$ cat config.mk
export PLATFORM = sky130hd
export DESIGN_NAME = lsu_split
export DESIGN_NICKNAME = d
export VERILOG_FILES = /design/src/rtl/lsu_pkg.sv /design/src/rtl/lsu_lane_align.sv /design/src/rtl/lsu_split.sv
export SDC_FILE = /design/constraint.sdc
export NUM_CORES = 1
export LEC_CHECK = 0
export BUFFER_PORTS_ARGS = -buffer_cell sky130_fd_sc_hd__buf_2
export CAP_MARGIN = 10
export CORE_UTILIZATION = 58
export CTS_CLUSTER_DIAMETER = 30
export DETAILED_ROUTE_END_ITERATION = 8
export PLACE_DENSITY_LB_ADDON = 0.25
export SETUP_SLACK_MARGIN = 0.4
export SLEW_MARGIN = 20
export SYNTH_ARGS = -nofsm -noshare
export SYNTH_HDL_FRONTEND = slang
export SYNTH_SLANG_ARGS = --single-unit
$ cat constraint.sdc
create_clock -name clk -period 3 [get_ports clk]
set_input_delay 0.6 -clock clk [delete_from_list [all_inputs] [get_ports clk]]
set_output_delay 0.6 -clock clk [all_outputs]
set_load 0.03 [all_outputs]
$ cat src/rtl/lsu_pkg.sv
// lsu_pkg: shared definitions for the load/store split unit.
//   SZ_BYTE / SZ_HALF / SZ_WORD : req_size encodings (2'b11 is handled as word)
//   lsu_state_t                 : controller state encoding
//   size_mask()                 : unshifted byte-enable pattern for an access size
package lsu_pkg;

    localparam logic [1:0] SZ_BYTE = 2'b00;
    localparam logic [1:0] SZ_HALF = 2'b01;
    localparam logic [1:0] SZ_WORD = 2'b10;

    typedef enum logic [2:0] {
        IDLE  = 3'd0,
        BEAT1 = 3'd1,
        WAIT1 = 3'd2,
        BEAT2 = 3'd3,
        WAIT2 = 3'd4,
        RESP  = 3'd5
    } lsu_state_t;

    function automatic logic [3:0] size_mask(input logic [1:0] size);
        case (size)
            SZ_BYTE: size_mask = 4'b0001;
            SZ_HALF: size_mask = 4'b0011;
            default: size_mask = 4'b1111;
        endcase
    endfunction

endpackage

$ cat src/rtl/lsu_lane_align.sv
// lsu_lane_align: combinational lane steering for lsu_split.
//   size_i, signed_i : access size and load sign-extension select
//   sh_i             : byte offset of the access inside its word
//   wdata_i          : LSB-justified store data
//   lo_i, hi_i       : first / second read beat (hi_i is 0 for one-beat loads)
//   mask_o           : 8-bit byte enable across two words; [7:4] nonzero => split
//   wide_o           : store data shifted into lane position across two words
//   rdata_o          : loaded value, realigned and sign/zero extended
module lsu_lane_align
    import lsu_pkg::*;
(
    input  logic [1:0]  size_i,
    input  logic        signed_i,
    input  logic [1:0]  sh_i,
    input  logic [31:0] wdata_i,
    input  logic [31:0] lo_i,
    input  logic [31:0] hi_i,
    output logic [7:0]  mask_o,
    output logic [63:0] wide_o,
    output logic [31:0] rdata_o
);

    logic [31:0] x;

    always_comb begin
        mask_o = {4'b0000, size_mask(size_i)} << sh_i;
        wide_o = {32'h0, wdata_i} << {sh_i, 3'b000};

        // Only the low word of the realigned pair can hold the accessed bytes.
        x = 32'({hi_i, lo_i} >> {sh_i, 3'b000});

        case (size_i)
            SZ_BYTE: rdata_o = signed_i ? {{24{x[7]}}, x[7:0]}   : {24'h0, x[7:0]};
            SZ_HALF: rdata_o = signed_i ? {{16{x[15]}}, x[15:0]} : {16'h0, x[15:0]};
            default: rdata_o = x;
        endcase
    end

endmodule

$ cat src/rtl/lsu_split.sv
// lsu_split: load/store initiator between the core memory stage and a
// word-wide byte-enabled data memory port. Unaligned accesses that cross a
// word boundary are issued as two aligned beats and the read data is merged.
//   clk, rst                          : clock, synchronous active-high reset
//   req_valid/req_ready               : core request handshake
//   req_we/size/signed/addr/wdata     : core request fields
//   resp_valid/resp_rdata             : completion pulse and extended load data
//   mem_req/mem_gnt                   : memory beat handshake
//   mem_we/addr/be/wdata              : memory beat fields
//   mem_rvalid/mem_rdata              : in-order beat completion
//
// state | meaning
// IDLE  | ready for a new request
// BEAT1 | first (or only) beat requested, waiting for gnt
// WAIT1 | first beat granted, waiting for rvalid
// BEAT2 | second beat requested, waiting for gnt
// WAIT2 | second beat granted, waiting for rvalid
// RESP  | merge/extend read data; completion pulse follows
module lsu_split
    import lsu_pkg::*;
#(
    parameter int ADDR_W = 13
) (
    input  logic              clk,
    input  logic              rst,
    input  logic              req_valid,
    output logic              req_ready,
    input  logic              req_we,
    input  logic [1:0]        req_size,
    input  logic              req_signed,
    input  logic [ADDR_W-1:0] req_addr,
    input  logic [31:0]       req_wdata,
    output logic              resp_valid,
    output logic [31:0]       resp_rdata,
    output logic              mem_req,
    input  logic              mem_gnt,
    output logic              mem_we,
    output logic [ADDR_W-3:0] mem_addr,
    output logic [3:0]        mem_be,
    output logic [31:0]       mem_wdata,
    input  logic              mem_rvalid,
    input  logic [31:0]       mem_rdata
);

    localparam int WA_W = ADDR_W - 2;

    lsu_state_t        state_q;
    logic              we_q;
    logic [1:0]        size_q;
    logic              signed_q;
    logic [ADDR_W-1:0] addr_q;
    logic [31:0]       wdata_q;
    logic [31:0]       lo_q;
    logic [31:0]       hi_q;
    logic              resp_valid_q;
    logic [31:0]       resp_rdata_q;

    logic [7:0]        mask;
    logic [63:0]       wide;
    logic [31:0]       ext_rdata;
    logic              two_beat;
    logic [WA_W-1:0]   word_q;

    lsu_lane_align u_align (
        .size_i   (size_q),
        .signed_i (signed_q),
        .sh_i     (addr_q[1:0]),
        .wdata_i  (wdata_q),
        .lo_i     (lo_q),
        .hi_i     (hi_q),
        .mask_o   (mask),
        .wide_o   (wide),
        .rdata_o  (ext_rdata)
    );

    assign two_beat = |mask[7:4];
    assign word_q   = addr_q[ADDR_W-1:2];

    assign req_ready  = (state_q == IDLE);
    assign mem_req    = (state_q == BEAT1) || (state_q == BEAT2);
    assign mem_we     = we_q;
    // Second-beat word address wraps naturally at the top of the word space.
    assign mem_addr   = (state_q == BEAT2) ? word_q + WA_W'(1) : word_q;
    assign mem_be     = (state_q == BEAT2) ? mask[7:4]   : mask[3:0];
    assign mem_wdata  = (state_q == BEAT2) ? wide[63:32] : wide[31:0];
    assign resp_valid = resp_valid_q;
    assign resp_rdata = resp_rdata_q;

    always_ff @(posedge clk) begin
        if (rst) begin
            state_q      <= IDLE;
            we_q         <= 1'b0;
            size_q       <= 2'b00;
            signed_q     <= 1'b0;
            addr_q       <= '0;
            wdata_q      <= 32'h0;
            lo_q         <= 32'h0;
            hi_q         <= 32'h0;
            resp_valid_q <= 1'b0;
            resp_rdata_q <= 32'h0;
        end else begin
            resp_valid_q <= 1'b0;
            case (state_q)
                IDLE: begin
                    if (req_valid) begin
                        we_q     <= req_we;
                        size_q   <= req_size;
                        signed_q <= req_signed;
                        addr_q   <= req_addr;
                        wdata_q  <= req_wdata;
                        // hi must read as zero when only one beat is issued
                        lo_q     <= 32'h0;
                        hi_q     <= 32'h0;
                        state_q  <= BEAT1;
                    end
                end
                BEAT1: begin
                    if (mem_gnt) state_q <= WAIT1;
                end
                WAIT1: begin
                    if (mem_rvalid) begin
                        lo_q    <= mem_rdata;
                        state_q <= two_beat ? BEAT2 : RESP;
                    end
                end
                BEAT2: begin
                    if (mem_gnt) state_q <= WAIT2;
                end
                WAIT2: begin
                    if (mem_rvalid) begin
                        hi_q    <= mem_rdata;
                        state_q <= RESP;
                    end
                end
                RESP: begin
                    // Extension works from the registered beats, keeping
                    // mem_rdata off the shift/extend path.
                    resp_valid_q <= 1'b1;
                    resp_rdata_q <= we_q ? 32'h0 : ext_rdata;
                    state_q      <= IDLE;
                end
                default: state_q <= IDLE;
            endcase
        end
    end

endmodule

### After elaboration in Yosys (flattened, before gate mapping)

Index checks and enable logic that the tools add are counted.

| storage, ports and cells | value |
|---|---|
| logic and storage cells | 55 |
| output and inout bits | 83 |
| register bits | 149 |

| operators by class | value |
|---|---|
| mux-type cells | 20 |
| shift-type cells | 3 |
| eq/ne operators | 11 |
| add/subtract/negate cells | 1 |
| reduce and logical (&&, ||, !) cells | 10 |

Operators by type and width:

| operator | number |
|---|---|
| $mux 32 | 6 |
| $pmux 32 s2 | 3 |
| $shl 32x5->64 | 1 |
| $shr 64x5->32 | 1 |
| $mux 3 | 6 |
| $pmux 3 s5 | 1 |
| $add 11x1->11 const B | 1 |
| $mux 11 | 1 |
| $ne 2x2->1 const B | 5 |
| $pmux 4 s2 | 1 |
| $shl 4x2->8 | 1 |
| $eq 3x2->1 const B | 2 |
| $eq 3x3->1 const B | 2 |
| $reduce_and 3->1 | 2 |
| $reduce_and 5->1 | 1 |
| $mux 4 | 1 |
| $reduce_bool 2->1 | 2 |
| $reduce_or 4->1 | 1 |
| $eq 3x1->1 const B | 1 |
| $logic_not 3->1 | 1 |
| $eq 2x1->1 const B | 1 |
| $logic_not 2->1 | 1 |
| $reduce_and 2->1 | 1 |
| $logic_or 1x1->1 | 1 |
| $mux 1 | 1 |

### Logic depth before layout (Yosys ltp)

| logic depth | value |
|---|---|
| depth in word-level cells | 7 |
| mapped depth | 8 |

### Hierarchy

A second synthesis with hierarchy kept.

| unflattened totals | value |
|---|---|
| cells, all modules | 929 |
| area total of the unflattened synthesis | 8,160.3 sq um |

Modules (own cells, without submodules):

| module | cells an instance | sequential area each (sq um) | instances | area an instance (sq um) |
|---|---|---|---|---|
| lsu_split | 688 | 2,982.9 | 1 | 6,118.4 |
| lsu_lane_align | 241 | 0.0 | 1 | 2,042.0 |

### Least setup slack after synthesis

OpenSTA, ideal clock, no wires.

| timing path | value |
|---|---|
| kind | register -> output |
| start point | register state_q[0] |
| end point | output mem_be[0] |
| path buffers | 2 |
| stages on the path, launching flop included | 6 |
| arrival time | 2,327 ps |
| path slack | 73 ps |
| path through | dfxtp_1 buf_4 nor2b_1 nand2_1 clkbuf_1 o21ai_0 |

| between the ends | value |
|---|---|
| word-level cells in the longest chain between the ends | 2 |

Ends and longest elaborated chain:

| what | line | RTL |
|---|---|---|
| from (decl) | lsu_split.sv:47 | `lsu_state_t state_q;` |
| from (signal assigned) | lsu_split.sv:123 | `state_q <= two_beat ? BEAT2 : RESP;` |
| $eq 3x2->1 | lsu_split.sv:84 | `assign mem_be = (state_q == BEAT2) ? mask[7:4] : mask[3:0];` |
| $mux 4 | lsu_split.sv:84 |  |
| to (decl) | lsu_split.sv:39 | `output logic [3:0] mem_be,` |

Every way passes these cells.

### Worst setup path after layout

| timing path | value |
|---|---|
| start point | register state_q[1] |
| end point | output mem_wdata[16] |

| between the ends | value |
|---|---|
| word-level cells in the longest chain between the ends | 2 |

Ends and longest elaborated chain:

| what | line | RTL |
|---|---|---|
| $eq 3x2->1 | lsu_split.sv:85 | `assign mem_wdata = (state_q == BEAT2) ? wide[63:32] : wide[31:0];` |
| $mux 32 | lsu_split.sv:85 |  |
| to (decl) | lsu_split.sv:40 | `output logic [31:0] mem_wdata,` |

Every way passes these cells.

==> flow_summary_export.csv <==
group,metric,value,unit
sta,slew_viol_final,0,
power,p_sw,1.43,mW
power,pwr-share-seq,0.405,
run,max-cap-violations,0,
global_route,overflow,0,
route,wl_per_cell,17.0,µm
final_layout,postLayoutCellArea,8820,µm²
clocking,cts.path.max_buffers,2,
route,detail_route.wirelength,20500,µm
synth,netlist.area_leader.share,0.393,
power,internal-power,3.53,mW
floorplan,start_util,0.595,
floorplan,rows,40,
power,combPwrFrac,0.175,
power,p_leak,3.68,nW
sta,timing.hold.ws,399,ps
worst_setup_path,worstSetupEndpointType,"output pin",
synth,synth-compound-area-share,0.161,
worst_setup_path,cp.arrival,1940,ps
power,ir_drop,0.000564,V
placement,io_buffer_count,168,
worst_setup_path,path_delay_family,"simple AND/OR/NAND/NOR gates",
floorplan,die_w,113,µm
route,drtIter0Drc,819,
floorplan,die_height,113,µm
sta,tightest_slew,1090,ps
synth,synth.area.top_cells,"dfxtp_1, mux2i_1, nand2_1",
route,ant_nets,0,
route,vias_per_cell,5.73,
global_route,grt_pass1_vias,5976,
placement,routabilityCongestion,0.901,
sta,period_share,0.848,
clocking,clkTransAtPathRegs,60,ps
route,drtPass1Iterations,5,
sta,setup_violations,0,
sta,hold_viol,0,
synth,yosys.cell_types.count,50,
global_route,grt_start_max_net_pins,70,
synth,netlist.top_cell.by_area,"dfxtp_1",
worst_setup_path,cp_slowest_stage_delay,370,ps
synth,synthAdderAreaFrac,0.00174,
synth,synth_top_family_by_area,"simple AND/OR/NAND/NOR gates",
worst_setup_path,cp_max_fo,10,
worst_setup_path,crit_slowest_cell,"dfxtp_4",
outcome,status,"finished clean",
worst_setup_path,startpoint_type,"flop",
synth,ys_seq_area_frac,0.393,
sta,skew,7.96,ps
synth,synth_edf_count,0,
sta,grt_setup_unrepaired,"yes",
synth,synth_mux_area_frac,0.140,
global_route,grt_pass1_wl,31000,µm
clocking,cts.sinks,141,
worst_setup_path,crit_type,"reg -> out",
clocking,tritoncts,"yes",
power,clkPwrFrac,0.420,
synth,synth_cells,890,
clocking,root_buffer,"clkbuf_16",
clocking,holdBufCountCts,0,
synth,synthSimpleGateAreaFrac,0.239,
route,via_count,6938,
sta,slew_headroom,0.273,
clocking,cts-buffers-inserted,17,
synth,synth-seq-cells,141,
synth,synthesis.area,7180,µm²
worst_setup_path,cp_data_required_time,2400,ps
final_layout,fill_cells,945,
placement,hpwl,13300,µm
clocking,clock_latency,430,ps
floorplan,core,12100,µm²
final_layout,layout-drive-gt1-share,0.257,
final_layout,fin_nets,1115,
sta,min_period,2540,ps
synth,ys_warn_count,0,
final_layout,syn_to_final_growth,22.8,%
synth,avgSynthCellArea,8.07,µm²
sta,fmax,393,MHz
hold_path,hold_class,"in -> reg",
power,power_density,563,nW/µm²
floorplan,ioPinCount,169,
global_route,grt_util_all_layers,0.312,
synth,async_reset_ff_frac,0,
route,drc,0,
worst_setup_path,critical_path_buf_inv_count,2,
synth,synth_xor_area_frac,0.0134,
placement,dpl-instance-area,8050,µm²
synth,syn_nets,977,
synth,synth_ff_type,"dfxtp_1",
global_route,grt_antenna_before_repair,0,
power,swShare,0.289,
worst_setup_path,worstPathCellList,"and3b_2 -> buf_6 -> and2_4 -> a22oi_1 -> a21oi_1 -> buf_2",
sta,fin_setup_tns,0,ps
clocking,cts_htree_levels,4,
floorplan,die_area,12800,µm²
==> Yosys cell counts, drive strengths merged (2+ instances only) <==
| library cell | instances |
|---|---|
| mux2i | 79 |
| nand3b | 2 |
| nor2 | 35 |
| nand2 | 171 |
| o211ai | 17 |
| clkbuf | 43 |
| a22oi | 9 |
| nor3b | 2 |
| nor4b | 2 |
| nand4 | 3 |
| a21oi | 92 |
| nand2b | 64 |
| inv | 6 |
| a32oi | 7 |
| a221oi | 7 |
| o21a | 3 |
| and2 | 3 |
| or2 | 2 |
| and3b | 2 |
| buf | 34 |
| xor2 | 6 |
| nor3 | 15 |
| nor2b | 2 |
| o22ai | 9 |
| or3 | 2 |
| mux2 | 17 |
| and3 | 9 |
| nand3 | 45 |
| xnor2 | 5 |
| dfxtp | 141 |
| o21ai | 45 |
==> state kept, by name, indices dropped and copies added, names as in the netlist <==
register and flops:
wdata_q 32, size_q 2, mem_we 1, state_q 3, signed_q 1, lo_q 32, resp_valid 1, addr_q 13
resp_rdata 32, hi_q 24
==> final cells by class <==
| type | count | area (µm²) | share of cell area |
|---|---|---|---|
| clock buffer | 21 | 470 | 0.0533 |
| sequential | 141 | 2830 | 0.321 |
| tap | 168 | 210 | 0.0238 |
| timing repair buffer | 195 | 1110 | 0.126 |
| multi-input combinational | 667 | 4060 | 0.460 |
| antenna | 1 | 2.50 | 0.000284 |
| inverter | 6 | 22.5 | 0.00255 |
| clock inverter | 11 | 116 | 0.0132 |
==> power groups by stage <==
stage | Combinational (mW) | Sequential [mW] | Clock (mW)
final | 0.870 | 2.01 | 2.09
after floorplan | 0.621 | 2.01 | 0
after global routing | 0.932 | 2.01 | 2.18
after global placement | 0.811 | 2.05 | 0
after detailed placement | 0.818 | 2.05 | 0
after CTS | 0.839 | 2.00 | 2.10
==> what timing repair did <==
item                                    in CTS  in global routing
hold endpoints to repair                     0                  0
resized for setup                           10                 12
endpoints found under the setup margin      39                 22
cloned                                       0                  2
pin swaps                                    1                  1
setup buffers                                5                  4
==> through the flow <==
stage | instances | setup WS (ps) | utilization | power (mW)
CTS | 1203 | 380 | 0.722 | 4.95
detailed placement | 1166 | 451 | 0.667 | 2.87
global route | 1209 | 365 | 0.731 | 5.13
finish | 1210 | 455 | 0.731 | 4.96
floorplan | 890 | 475 | - | 2.63
global placement | 1166 | 500 | 0.667 | 2.86
==> metal layers <==
layer / routed length [µm] / track usage / up-vias / part of all wire
met5: 0 / 0 / - / 0
met4: 652 / 0.125 / 0 / 0.032
met3: 1490 / 0.0728 / 54 / 0.073
met2: 8820 / 0.441 / 299 / 0.43
met1: 9570 / 0.453 / 3219 / 0.47
li1: - / - / 3366 / -
==> worst paths after layout <==
check | startpoint | slack [ps] | cells after the start | to
worst max register to register | state_q[1] | 660 | 5 | hi_q[14]
worst min-delay path | mem_rdata[29] | 400 | 3 | lo_q[29]
worst max-delay path | state_q[1] | 460 | 6 | mem_wdata[16]
worst min register to register | addr_q[11] | 460 | 2 | addr_q[11]
==> cell usage in the layout (no fill, tap or decap), types with 3 or more instances in the layout <==
cell type,synthesis,routed
a21oi_1,92,92
mux2_2,17,17
clkinv_2,0,5
xor2_1,6,6
dfxtp_1,141,138
clkinvlp_4,0,3
o21ai_1,0,9
nand3_1,44,44
o22ai_1,9,9
inv_1,5,5
o21a_1,3,3
clkbuf_8,0,3
nor3_1,14,12
nand4_1,3,3
mux2i_1,79,79
buf_4,4,26
a22oi_2,0,3
xnor2_1,5,5
a221oi_1,7,7
dfxtp_4,0,3
nand2_1,171,169
o21ai_0,45,36
o211ai_1,17,17
a32oi_1,7,7
clkbuf_16,0,18
nor2_1,35,34
buf_2,22,164
and3_1,9,9
a22oi_1,9,6
nand2b_1,64,64
==> cell families after synthesis <==
| kind of cell | Yosys count |
|---|---|
| compound gates | 197 |
| xor+xnor | 11 |
| fa+ha+maj | 1 |
| buf+inv | 83 |
| flops | 141 |
| mux | 97 |
| simple gates | 360 |
==> worst reg2reg max path, cell delays in order (launching register included) <==
cell,delay (ps)
dfxtp_4,360
buf_4,140
mux2i_1,220
a211oi_2,330
nand3_2,730
mux2i_1,470
(Power assumes the default switching activity.)
